$ cat config.mk
export PLATFORM = sky130hd
export DESIGN_NAME = uart_tx_scheduler
export DESIGN_NICKNAME = d
export VERILOG_FILES = /design/src/rtl/uart_tx_scheduler.sv
export SDC_FILE = /design/constraint.sdc
export NUM_CORES = 1
export LEC_CHECK = 0
export CAP_MARGIN = 20
export CORE_UTILIZATION = 30
export CTS_CLUSTER_SIZE = 40
export DETAILED_ROUTE_END_ITERATION = 6
export GPL_TIMING_DRIVEN = 0
export PLACE_DENSITY = 0.62
export SETUP_SLACK_MARGIN = 0.4
export SLEW_MARGIN = 20
export SYNTH_ARGS = -nofsm -noshare
export SYNTH_HDL_FRONTEND = slang
export SYNTH_SLANG_ARGS = --single-unit
$ cat constraint.sdc
create_clock -name clk -period 3 [get_ports clk]
set_input_delay 0.45 -clock clk [delete_from_list [all_inputs] [get_ports clk]]
set_output_delay 0.45 -clock clk [all_outputs]
set_load 0.01 [all_outputs]
$ cat src/rtl/uart_tx_scheduler.sv
// Round-robin scheduler sharing one UART transmitter and its baud clock generator
// between N_REQ byte producers; the baud select only changes while the transmitter is idle.
module uart_tx_scheduler #(
    parameter int N_REQ         = 4,
    parameter int DATA_W        = 8,
    parameter int SETTLE_CYCLES = 16,
    parameter int BUSY_TIMEOUT  = 25000
) (
    input  logic                       clk,
    input  logic                       rst_n,
    input  logic [N_REQ-1:0]           req_valid,
    input  logic [N_REQ*DATA_W-1:0]    req_data,
    input  logic [N_REQ*2-1:0]         req_baud,
    output logic [N_REQ-1:0]           req_ack,
    input  logic                       tx_busy,
    output logic                       tx_start,
    output logic [DATA_W-1:0]          tx_data,
    output logic [1:0]                 select,
    output logic [$clog2(N_REQ)-1:0]   grant_id,
    output logic                       timeout_err
);
    localparam int ID_W  = $clog2(N_REQ);
    localparam int SUM_W = ID_W + 1;
    localparam int SET_W = $clog2(SETTLE_CYCLES + 1);
    localparam int TMO_W = $clog2(BUSY_TIMEOUT + 1);

    typedef enum logic [2:0] {
        S_IDLE,
        S_SETTLE,
        S_START,
        S_WAIT_BUSY,
        S_WAIT_DONE
    } state_t;

    state_t              state_q, state_d;
    logic [ID_W-1:0]     ptr_q, ptr_d;
    logic [ID_W-1:0]     grant_id_q, grant_id_d;
    logic [DATA_W-1:0]   tx_data_q, tx_data_d;
    logic [1:0]          select_q, select_d;
    logic                tx_start_q, tx_start_d;
    logic [N_REQ-1:0]    req_ack_q, req_ack_d;
    logic                timeout_err_q, timeout_err_d;
    logic [SET_W-1:0]    set_cnt_q, set_cnt_d;
    logic [TMO_W-1:0]    tmo_cnt_q, tmo_cnt_d;
    logic                busy_meta_q, busy_sync_q;

    logic                pick_found;
    logic [ID_W-1:0]     pick_idx;
    logic [ID_W-1:0]     cand;
    logic [SUM_W-1:0]    sum;
    logic [1:0]          pick_baud;

    // First valid requester at or after ptr, wrapping modulo N_REQ.
    always_comb begin
        pick_found = 1'b0;
        pick_idx   = '0;
        sum        = '0;
        cand       = '0;
        for (int i = 0; i < N_REQ; i++) begin
            sum = {1'b0, ptr_q} + SUM_W'(i);
            if (sum >= SUM_W'(N_REQ)) begin
                sum = sum - SUM_W'(N_REQ);
            end
            cand = sum[ID_W-1:0];
            if (!pick_found && req_valid[cand]) begin
                pick_found = 1'b1;
                pick_idx   = cand;
            end
        end
        pick_baud = req_baud[2*pick_idx +: 2];
    end

    always_comb begin
        state_d       = state_q;
        ptr_d         = ptr_q;
        grant_id_d    = grant_id_q;
        tx_data_d     = tx_data_q;
        select_d      = select_q;
        tx_start_d    = 1'b0;
        req_ack_d     = '0;
        timeout_err_d = timeout_err_q;
        set_cnt_d     = set_cnt_q;
        tmo_cnt_d     = tmo_cnt_q;
        case (state_q)
            S_IDLE: begin
                if (pick_found) begin
                    grant_id_d = pick_idx;
                    tx_data_d  = req_data[pick_idx*DATA_W +: DATA_W];
                    if (pick_baud != select_q) begin
                        select_d  = pick_baud;
                        set_cnt_d = '0;
                        state_d   = S_SETTLE;
                    end else begin
                        state_d = S_START;
                    end
                end
            end
            S_SETTLE: begin
                if (set_cnt_q >= SET_W'(SETTLE_CYCLES - 1)) begin
                    state_d = S_START;
                end else begin
                    set_cnt_d = set_cnt_q + 1'b1;
                end
            end
            S_START: begin
                tx_start_d = 1'b1;
                tmo_cnt_d  = '0;
                state_d    = S_WAIT_BUSY;
            end
            S_WAIT_BUSY: begin
                if (busy_sync_q) begin
                    req_ack_d[grant_id_q] = 1'b1;
                    ptr_d   = (grant_id_q == ID_W'(N_REQ - 1)) ? '0 : grant_id_q + 1'b1;
                    state_d = S_WAIT_DONE;
                end else if (tmo_cnt_q >= TMO_W'(BUSY_TIMEOUT - 1)) begin
                    // Pointer left alone so the same requester is retried.
                    timeout_err_d = 1'b1;
                    state_d       = S_IDLE;
                end else begin
                    tmo_cnt_d = tmo_cnt_q + 1'b1;
                end
            end
            S_WAIT_DONE: begin
                if (!busy_sync_q) begin
                    state_d = S_IDLE;
                end
            end
            default: state_d = S_IDLE;
        endcase
    end

    always_ff @(posedge clk or negedge rst_n) begin
        if (!rst_n) begin
            state_q       <= S_IDLE;
            ptr_q         <= '0;
            grant_id_q    <= '0;
            tx_data_q     <= '0;
            select_q      <= 2'b00;
            tx_start_q    <= 1'b0;
            req_ack_q     <= '0;
            timeout_err_q <= 1'b0;
            set_cnt_q     <= '0;
            tmo_cnt_q     <= '0;
            busy_meta_q   <= 1'b0;
            busy_sync_q   <= 1'b0;
        end else begin
            state_q       <= state_d;
            ptr_q         <= ptr_d;
            grant_id_q    <= grant_id_d;
            tx_data_q     <= tx_data_d;
            select_q      <= select_d;
            tx_start_q    <= tx_start_d;
            req_ack_q     <= req_ack_d;
            timeout_err_q <= timeout_err_d;
            set_cnt_q     <= set_cnt_d;
            tmo_cnt_q     <= tmo_cnt_d;
            busy_meta_q   <= tx_busy;
            busy_sync_q   <= busy_meta_q;
        end
    end

    assign req_ack     = req_ack_q;
    assign tx_start    = tx_start_q;
    assign tx_data     = tx_data_q;
    assign select      = select_q;
    assign grant_id    = grant_id_q;
    assign timeout_err = timeout_err_q;

endmodule

==> results.toml <==
[run_status]
status = "finished clean"

[floorplan]
start_util_pct = 31.5
ios = 65
core_area_sq_um = 7890
fp.dieW_um = 93.0
die_h_um = 93.0
die-area_sq_um = 8650
rows = 32

[synthesis]
synth_edf_count = 0
synth-async-reset-ratio_pct = 100
netlist_instances = 258
avgSynthCellArea_sq_um = 9.63
ys_types = 46
synth_top_cell_by_area = "dfrtp_1"
synth_area_sq_um = 2480
synth.net_count = 312
synth-seq-cells = 45
yosysWarnings = 0
seq_area_frac_synth_pct = 45.3
synth_top_area_share_pct = 45.3
yosys-top-cells-area = "dfrtp_1, nand2_1, mux2_2, mux2i_1, nor2_1"
ys.flop_type = "dfrtp_1"

[finish]
utilization_pct = 43.3
n_antenna_cell = 0
fillCellCount = 756
multiInputGateArea_sq_um = 1310
design_area_sq_um = 3410
layout-drive-gt1-share_pct = 10.2
nets = 385
ff_latch_area_sq_um = 1130
area_growth_syn_to_layout_pct = 37.3

[timing]
period_minus_slack_ns = 2.44
fin_crit_sh_pct = 81.2
fin_tns_setup_ns = 0
rsz0062_at_grt = "no"
setup_viol = 0
slew_headroom_pct = 55.7
worst_pin_slew_ns = 0.659
setup_ws_ns = 0.563
fmax_ghz = 0.410
drv_slew = 0
finClkSkew_ns = 0.00716
hold_viol = 0

[detailed_routing]
vias = 2077
first_pass_iters = 4
totalWireLength_um = 5400
postRouteAntennaNets = 0
drt-initial-drc-count = 96
routedWlPerCell_um = 12.4
drc_errors = 0
viasPerCell = 4.79

[worst_setup_path]
critical_path_arrival_ns = 2.62
cp_max_fo = 10
cp.required_ns = 3.19
r2r_slack_ns = 0.74
end_kind = "flip-flop"
critPathKind = "in2reg"
crit_path_start_kind = "input pin"

[clocking]
cts-root-buf = "clkbuf_8"
postCtsHoldBufs = 0
h-tree-depth = 2
cts_tree = "done"
cts_buffers = 5
clock_path_buffers = 2
clk_latency_ns = 0.30
numClockSinks = 45
path_clk_slew_ns = 0.09

[grt]
track_usage_pct = 13.7
grt_pass1_vias = 2021
grt-ovfl-total = 0
grt_pass1_wl_um = 9410
antenna_found_initial = 0
grt_max_degree = 26

[placement]
place_congestion = 0.793
pre_cts_ws_ns = -0.0383
port-buffer-count = 64
hpwl_um = 4200
place_area_sq_um = 3280

[run]
drv_cap = 0

[hold_path]
min_path_type = "in2async"

[pwr]
power_mw = 2.62
irDropWorstVdd_uv = 331
power.leakage_nw = 1.52
power.density_nw_per_um2 = 769
==> report_power, final <==
part           leakage, nW  switching, mW  internal, mW  total, mW
Combinational        0.870          0.610         0.606       1.22
Clock               0.0591          0.226         0.254      0.480
Sequential           0.587          0.157         0.771      0.928
==> layout make-up <==
type,count,area share [%]
multi-input combinational,199,38.3
clock buffer,5,2.02
clock inverter,3,1.39
timing repair buffer,66,19.7
tap,102,3.74
sequential,45,33.0
buffer,8,1.14
inverter,6,0.660
==> worst max-delay path, cell delays in order <==
cell and delay (ns):
clkdlybuf4s50_1 0.54, nand2_1 0.07, o2bb2ai_1 0.13, a211o_1 0.13, buf_6 0.15, mux4_2 0.56, xnor2_2 0.19, nand2_2 0.08
a311o_1 0.31
==> metal layers <==
| layer | vias to the layer above | track usage [%] | part of all wire, % |
|---|---|---|---|
| met3 | 5 | 5.04 | 8.4 |
| met4 | 0 | 3.08 | 0.65 |
| met1 | 957 | 16.5 | 43 |
| li1 | 1048 | - | - |
| met5 | - | 0 | 0 |
| met2 | 67 | 23.2 | 48 |
==> logic make-up after synthesis <==
family                     synth area share, %
DFF                                       45.3
adders and majority gates                 3.52
AOI/OAI and AO/OA                         13.1
muxes                                     12.1
buffers and inverters                     2.47
and+or+nand+nor                           18.3
xor gates and xnor gates                  5.19
==> stage by stage <==
stage | cells | hold WS (ns)
floorplan | 258 | 0.154
global placement | 424 | 0.338
detailed placement | 425 | 0.345
CTS | 434 | 0.166
global route | 434 | 0.180
finish | 434 | 0.143
==> what timing repair did <==
action / CTS / global route
buffers inserted: 1 / 0
gates resized for setup: 1 / 2
setup endpoints to repair: 1 / 7
==> path summary, 6_finish.rpt <==
path                              startpoint            end  cells past startpoint
min in group clk                 busy_meta_q    busy_sync_q                      0
worst max-delay path            req_valid[0]     state_q[0]                      9
worst min register to register   busy_meta_q    busy_sync_q                      0
max in group asynchronous              rst_n     tx_data[2]                      2
worst max register to register      ptr_q[0]     state_q[0]                      8
worst min-delay path                   rst_n  tmo_cnt_q[11]                      1
==> sequential cells by signal, indices dropped and copies added, names as in the netlist <==
signal and flops:
busy_meta_q 1, busy_sync_q 1, grant_id 2, ptr_q 2
req_ack 4, select 2, set_cnt_q 5, state_q 3
timeout_err 1, tmo_cnt_q 15, tx_data 8, tx_start 1
==> cell usage in the layout, fill, tap and decap left out, drive strengths merged, types with 2 or more instances in the layout <==
master	Yosys	final
clkdlybuf4s50	0	62
a32oi	2	2
buf	2	5
xor2	9	9
dfrtp	45	45
o2bb2ai	2	2
o21ai	23	23
clkbuf	6	11
nor2	27	27
nand4	2	2
or3	2	2
and3	7	7
and2	4	4
a21oi	8	8
nor2b	2	2
inv	6	8
nand2b	4	4
nand2	48	48
mux4	2	2
mux2i	12	12
o22ai	2	2
ha	7	7
xnor2	4	4
mux2	12	12
a211o	2	2
==> synthesized netlist by cell type, types with 4 or more instances <==
master    instances
mux2i_1          12
o21ai_0          18
dfrtp_1          45
clkbuf_1          6
nor2_1           27
a21oi_1           8
o21ai_1           5
xor2_1            9
nand2b_1          4
and2_1            4
inv_1             6
nand2_1          47
ha_1              7
mux2_2           12
and3_1            7
(Power assumes the default switching activity.)
